File: config.mk
export PLATFORM = sky130hd
export DESIGN_NAME = shift_sequencer
export DESIGN_NICKNAME = d
export VERILOG_FILES = /design/src/rtl/shift_seq_pkg.sv /design/src/rtl/shift_counter.sv /design/src/rtl/shift_sequencer.sv
export SDC_FILE = /design/constraint.sdc
export NUM_CORES = 1
export LEC_CHECK = 0
export ABC_AREA = 1
export CAP_MARGIN = 20
export CELL_PAD_IN_SITES_DETAIL_PLACEMENT = 1
export CELL_PAD_IN_SITES_GLOBAL_PLACEMENT = 2
export CORE_AREA = 5 5 65 67
export CTS_CLUSTER_DIAMETER = 100
export DETAILED_ROUTE_END_ITERATION = 8
export DIE_AREA = 0 0 70 72
export PLACE_DENSITY_LB_ADDON = 0.2
export SYNTH_ARGS = -nofsm -noshare
export SYNTH_HDL_FRONTEND = slang
export SYNTH_SLANG_ARGS = --single-unit
export TNS_END_PERCENT = 1
File: constraint.sdc
create_clock -name clk -period 3.5 [get_ports clk]
set_clock_uncertainty 0.15 [all_clocks]
set_input_delay 0.875 -clock clk [delete_from_list [all_inputs] [get_ports clk]]
set_output_delay 0.875 -clock clk [all_outputs]
set_load 0.01 [all_outputs]
File: src/rtl/shift_seq_pkg.sv
// Shared types for the shift-register sequencer: FSM state encoding and fill-mode codes.
package shift_seq_pkg;

  typedef enum logic [2:0] {
    StIdle,
    StLoad,
    StShift,
    StDone,
    StClear
  } state_e;

  localparam logic [1:0] FILL_ZERO  = 2'b00;
  localparam logic [1:0] FILL_ONE   = 2'b01;
  localparam logic [1:0] FILL_ARITH = 2'b10;
  localparam logic [1:0] FILL_ROT   = 2'b11;

endpackage

File: src/rtl/shift_counter.sv
// Loadable down-counter holding the number of shifts still to issue.
module shift_counter #(
  parameter int unsigned CW = 6
) (
  input  logic          clk,
  input  logic          rst,
  input  logic          ld,
  input  logic          dec,
  input  logic [CW-1:0] ld_val,
  output logic [CW-1:0] count,
  output logic          zero_next
);

  logic [CW-1:0] count_q, count_d;

  always_comb begin
    count_d = count_q;
    if (ld) begin
      count_d = ld_val;
    end else if (dec && (count_q != '0)) begin
      count_d = count_q - 1'b1;
    end
  end

  // Flags the value the counter will hold after this edge.
  assign zero_next = (count_d == '0);
  assign count     = count_q;

  always_ff @(posedge clk or negedge rst) begin
    if (!rst) begin
      count_q <= '0;
    end else begin
      count_q <= count_d;
    end
  end

endmodule

File: src/rtl/shift_sequencer.sv
// Command sequencer for a serial shift register: load, N right shifts with a chosen fill,
// then hold done until acknowledged. Abort clears the register and returns to idle.
module shift_sequencer
  import shift_seq_pkg::*;
#(
  parameter int unsigned N  = 32,
  parameter int unsigned CW = $clog2(N + 1)
) (
  input  logic          clk,
  input  logic          rst,
  input  logic          start,
  input  logic [CW-1:0] shamt,
  input  logic [1:0]    mode,
  input  logic          abort,
  input  logic          ack,
  input  logic          sr_msb,
  input  logic          sr_lsb,
  output logic          sr_clr,
  output logic          sr_ld,
  output logic          sr_shf,
  output logic          sr_ser,
  output logic          busy,
  output logic          done,
  output logic [CW-1:0] remaining
);

  state_e        state_q, state_d;
  logic [1:0]    mode_q, mode_d;
  logic [CW-1:0] shamt_sat;
  logic          cnt_ld, cnt_dec, cnt_zero_next;
  logic [CW-1:0] cnt_val;
  logic          fill;

  assign shamt_sat = (shamt > CW'(N)) ? CW'(N) : shamt;

  shift_counter #(
    .CW(CW)
  ) u_remaining (
    .clk      (clk),
    .rst      (rst),
    .ld       (cnt_ld),
    .dec      (cnt_dec),
    .ld_val   (cnt_val),
    .count    (remaining),
    .zero_next(cnt_zero_next)
  );

  // Counter control depends only on state and inputs, keeping it apart from the
  // next-state logic that consumes zero_next.
  always_comb begin
    cnt_ld  = 1'b0;
    cnt_dec = 1'b0;
    cnt_val = shamt_sat;
    unique case (state_q)
      StIdle: begin
        cnt_ld = start;
      end
      StLoad, StShift, StDone: begin
        if (abort) begin
          cnt_ld  = 1'b1;
          cnt_val = '0;
        end else if (state_q == StShift) begin
          cnt_dec = 1'b1;
        end
      end
      default: ;
    endcase
  end

  always_comb begin
    state_d = state_q;
    mode_d  = mode_q;
    unique case (state_q)
      StIdle: begin
        if (start) begin
          state_d = StLoad;
          mode_d  = mode;
        end
      end
      StLoad: begin
        if (abort) begin
          state_d = StClear;
        end else if (remaining == '0) begin
          state_d = StDone;
        end else begin
          state_d = StShift;
        end
      end
      StShift: begin
        if (abort) begin
          state_d = StClear;
        end else if (cnt_zero_next) begin
          state_d = StDone;
        end
      end
      StDone: begin
        if (abort) begin
          state_d = StClear;
        end else if (ack) begin
          state_d = StIdle;
        end
      end
      StClear: begin
        state_d = StIdle;
      end
      default: begin
        state_d = StIdle;
      end
    endcase
  end

  always_ff @(posedge clk or negedge rst) begin
    if (!rst) begin
      state_q <= StIdle;
      mode_q  <= FILL_ZERO;
    end else begin
      state_q <= state_d;
      mode_q  <= mode_d;
    end
  end

  always_comb begin
    fill = 1'b0;
    unique case (mode_q)
      FILL_ZERO:  fill = 1'b0;
      FILL_ONE:   fill = 1'b1;
      FILL_ARITH: fill = sr_msb;
      FILL_ROT:   fill = sr_lsb;
      default:    fill = 1'b0;
    endcase
  end

  assign sr_ld  = (state_q == StLoad);
  assign sr_shf = (state_q == StShift);
  assign sr_clr = (state_q == StClear);
  assign done   = (state_q == StDone);
  assign busy   = (state_q != StIdle);
  // Gated so the fill line rests low whenever no shift is happening.
  assign sr_ser = sr_shf & fill;

endmodule

== Yosys cells after proc, flatten, opt, wreduce, memory -nomap -nowiden ==
Cells that the tools add are included.

* Add/subtract/negate cells: 1
* Order comparisons: 1
* Equal/unequal tests: 10
* Mux-type cells: 19
* Bitwise operators: 1
* Reduce and logical (&&, ||, !) cells: 10

{| class="wikitable"
|+ Operators by type and width
! cell !! count
|-
| 6-bit 2-to-1 mux || 5
|-
| 3-bit 2-to-1 mux || 6
|-
| 6-bit zero test || 2
|-
| 3-bit one-hot mux with 4 select lines || 1
|-
| 3-bit by 2-bit == test with 1-bit output (second input constant) || 2
|-
| 6-bit greater-than comparator (second input constant) || 1
|-
| 6-bit nonzero test || 1
|-
| 6-bit by 1-bit subtractor with 6-bit output (second input constant) || 1
|-
| 1-bit 2-to-1 mux || 5
|-
| 2-bit == test (second input constant) || 2
|-
| 1-bit one-hot mux with 4 select lines || 1
|-
| 3-bit by 1-bit == test with 1-bit output (second input constant) || 1
|-
| 3-bit == test (second input constant) || 1
|-
| 3-bit zero test || 1
|-
| 3-bit by 2-bit != test with 1-bit output (second input constant) || 1
|-
| 3-bit != test (second input constant) || 1
|-
| 3-bit AND reduction || 1
|-
| 3-bit nonzero test || 1
|-
| 3-bit OR reduction || 1
|-
| 2-bit by 1-bit == test with 1-bit output (second input constant) || 1
|-
| 2-bit zero test || 1
|-
| 2-bit != test (second input constant) || 1
|-
| 1-bit one-hot mux with 2 select lines || 1
|-
| 2-bit AND reduction || 1
|-
| 2 further kinds || 2
|}

* Bits in registers: 11
* Bits of input ports: 15
* Output and inout port bits: 12
* Logic and storage cells: 45

== Depth between registers and ports, before layout ==
* Word-level depth: 11
* Gate-level depth with buffers: 14
* Depth with buffers taken out: 14

== Hierarchy ==
Synthesis repeated with hierarchy kept, for this count alone.

* Cells, all modules: 142
* Area total of the unflattened synthesis: 949.7 µm²

{| class="wikitable"
|+ Modules (own cells, without submodules)
! module !! times used !! cells an instance !! area each (µm²) !! sequential area each (µm²)
|-
| shift_counter || 1 || 67 || 496.7 || 150.1
|-
| shift_sequencer || 1 || 75 || 452.9 || 125.1
|}

== Least setup slack after synthesis ==
OpenSTA, ideal clock, no wires.

* Kind: input port to output port
* Start point: in sr_lsb
* End point: out sr_ser
* Arrival: 1.209 ns
* Data required time: 2.475 ns
* Path slack: 1.266 ns
* Stages: 2
* Buffers on the path: 0
* Cell sequence: nor2_1 nor3_1

* Cells in the longest elaborated chain, start to end: 2

{| class="wikitable"
|+ Ends and longest elaborated chain
! element !! RTL line !! RTL
|-
| from (decl) || shift_sequencer.sv:17 || <nowiki>input logic sr_lsb,</nowiki>
|-
| 1-bit one-hot mux with 4 select lines || shift_sequencer.sv:124 || <nowiki>unique case (mode_q)</nowiki>
|-
| 1-bit bitwise AND || shift_sequencer.sv:139 || <nowiki>assign sr_ser = sr_shf & fill;</nowiki>
|-
| to (decl) || shift_sequencer.sv:21 || <nowiki>output logic sr_ser,</nowiki>
|}

No other way between the ends.

== Worst setup path after layout ==
Ends and elaborated chain as after synthesis.

==> metrics.md <==
| Metric | Value |
|---|---|
| Final worst slack | 367.0 ps |
| Placed Area | 1216 um^2 |
| Final core occ | 34.72% |
| Final ANT Viol Nets | 0 |
| Number of distinct library cells after synthesis | 22 |
| Width of the chip | 70 um |
| Clock transition at path regs | 70 ps |
| CTS tree | done |
| Initial antenna violation count | 0 |
| CP Max Fanout | 1 |
| Synth top area cells | dfrtp_1 31%, nand2_1 16%, nand2_2 7.7% |
| DR iter-0 viols | 36 |
| Setup crit end kind | output pin |
| Global Route Usage Sum | 11.07% |
| Worst vdd ir | 314.7 uV |
| CP cell instances | clkdlybuf4s50_1 > nor2_1 > nor3_1 > clkdlybuf4s50_1 |
| Vias in the first global route | 1048 |
| Syn Nets | 144 |
| Critical path data arrival time | 2110 ps |
| Setup total negative slack | 0 ps |
| Final Hold Fails | 0 |
| GRT overflow | 0 |
| Setup Fix Bufs, Post-CTS | 0 |
| FF-to-FF setup slack | 1480 ps |
| DRC violations left | 0 |
| Root Driver | clkbuf_4 |
| Post-synthesis sequential element count | 11 |
| Clock sinks | 11 |
| Synth warnings | 0 |
| Area leader, netlist | dfrtp_1 |
| Final HPWL DP | 2.226 mm |
| Longest Clk Path Bufs | 2 |
| Startpoint types | input port |
| Port Buffers | 26 |
| Fmax | 319.2 MHz |
| Clk_lat worst skew | 260 ps |
| Max incr delay on CP | 560 ps |
| Die area | 5040 um^2 |
| Gpl congestion | 0.7399 |
| Avg WL per Cell | 12.76 um |
| Post-cts repair resize count | 0 |
| Avg Synthesized Cell Area | 7.054 um^2 |
| Asr flop ratio synth | 100.0% |
| Rel. slew slack | 65.31% |
| Core area | 3578 um^2 |
| CTS buffer count | 3 |
| Hold crit path type | flop to flop |
| Leakage | 0.5941 nW |
| Worst Tran Pin Value | 518.8 ps |
| Number of synthesized flops with an enable pin | 0 |
| Status | finished, final reports clean |
| WHS Path Cells | 2 |
| Crit Path Class | input port to output pin |
| CTS HTree Levels | 1 |
| Syn Inst Count | 127 |
| Cell mode on critical path | clkdlybuf4s50_1 |
| Register area share after synthesis | 30.73% |
| Most used DFF post-synth | dfrtp_1 |
| Std cell rows | 22 |
| Area grow syn2layout | 38.69% |
| Starting Density | 25.03% |
| Most frequent cells in the layout | 38 x nand2_1, 26 x clkdlybuf4s50_1, 12 x inv_1 |
| Pins Over Slew Limit | 0 |
| Critical-path top delay cell | clkdlybuf4s50_1 |
| Worst EP required | 2470 ps |
| Maxcap violations | 0 |
| Worst Reg2Reg Path Length in Cells | 13 |
| RSZ-0062 raised after global routing | no |
| Final-report setup violation count | 0 |
| I/O pins | 27 |
| Design area | 1242 um^2 |
| Mapped Area | 895.9 um^2 |
| Pwr/cell area | 854.0 nW/um^2 |
| Pre-CTS setup slack | 378.3 ps |
| Total number of vias | 918 |
| Tot Pwr | 1.061 mW |
| First-pass GRT wire length | 4.554 mm |
| Fin nets | 175 |
| Share of layout cells above drive strength 1 | 21.02% |
| Die Y | 72 um |
| Final worst-path cycle share | 89.51% |
| Filler cell count | 449 |
| Vias/cell | 4.478 |
| CTS Hold Bufs | 0 |
| Share of the synthesized area in the top cell type | 30.73% |
| Commonest non-fill, non-tap cell in the layout | nand2_1 |
| Minimum clock period after layout | 3133 ps |
| Drt total wl | 2.615 mm |
| Router iterations before antenna repair | 4 |
| Antenna cells | 0 |
| Pin count of the biggest net entering global routing | 12 |
==> worst max-delay path: cells and delay by family <==
family / cells / cell delay, ps
buffers and inverters: 2 / 1010
and+or+nand+nor: 2 / 210
==> flip-flops by register name (all words and copies together) (netlist names) <==
| signal | flops |
|---|---|
| state_q | 3 |
| u_remaining.count | 6 |
| mode_q | 2 |
==> worst paths after layout <==
kind                                       from                    to
max                                      sr_lsb                sr_ser
min                                   mode_q[1]             mode_q[1]
max reg2reg                u_remaining.count[0]            state_q[1]
min reg2reg                           mode_q[1]             mode_q[1]
max in group asynchronous                   rst  u_remaining.count[2]
min in group asynchronous                   rst  u_remaining.count[5]
==> cells by family (layout without fill, tap and decap cells) <==
logic type	Yosys count	after routing	synth area share (%)
adders and majority gates	2	2	2.793
xor gates and xnor gates	1	1	0.9778
buffers and inverters	17	47	7.402
AOI/OAI and AO/OA	8	8	5.446
and+or+nand+nor	88	88	52.65
DFF	11	11	30.73
==> final cells by class <==
class | count | area (um^2) | area share (%)
clock buffer | 4 | 26.28 | 2.115
timing repair buffer | 26 | 260.3 | 20.95
multi-input combinational | 99 | 554.3 | 44.61
sequential | 11 | 275.3 | 22.16
inverter | 17 | 66.31 | 5.337
tap | 48 | 60.06 | 4.834
==> synthesized netlist by cell type, types with 2 or more instances <==
cell,instances
dfrtp_1,11
ha_1,2
inv_1,12
inv_2,4
nand2_1,38
nand2_2,11
nand3_1,7
nand3_2,3
nand3_4,2
nand4_1,6
nor2_1,9
nor2_2,6
nor2_4,2
nor3_1,2
o211ai_1,2
o21ai_0,4
==> per-stage QoR <==
step                std cells  hold slack (ps)
floorplan                 127            321.0
global placement          201            351.2
detailed placement        201            363.1
CTS                       205            382.8
global route              205            410.7
finish                    205            373.1
==> where the power goes <==
part	leakage, nW	switching (mW)	internal, mW
Sequential	0.144	0.0697	0.182
Clock	0.0150	0.0429	0.0441
Combinational	0.435	0.422	0.300
Total	0.594	0.535	0.526
==> routing by layer <==
| metal | GRT usage, % | vias to the layer above | wire (um) |
|---|---|---|---|
| li1 | - | 469 | - |
| met1 | 12.96 | 434 | 1176 |
| met2 | 20.57 | 13 | 1346 |
| met3 | 1.662 | 2 | 75 |
| met4 | 3.830 | 0 | 16 |
| met5 | 0 | - | 0 |
(Power assumes the default switching activity.)
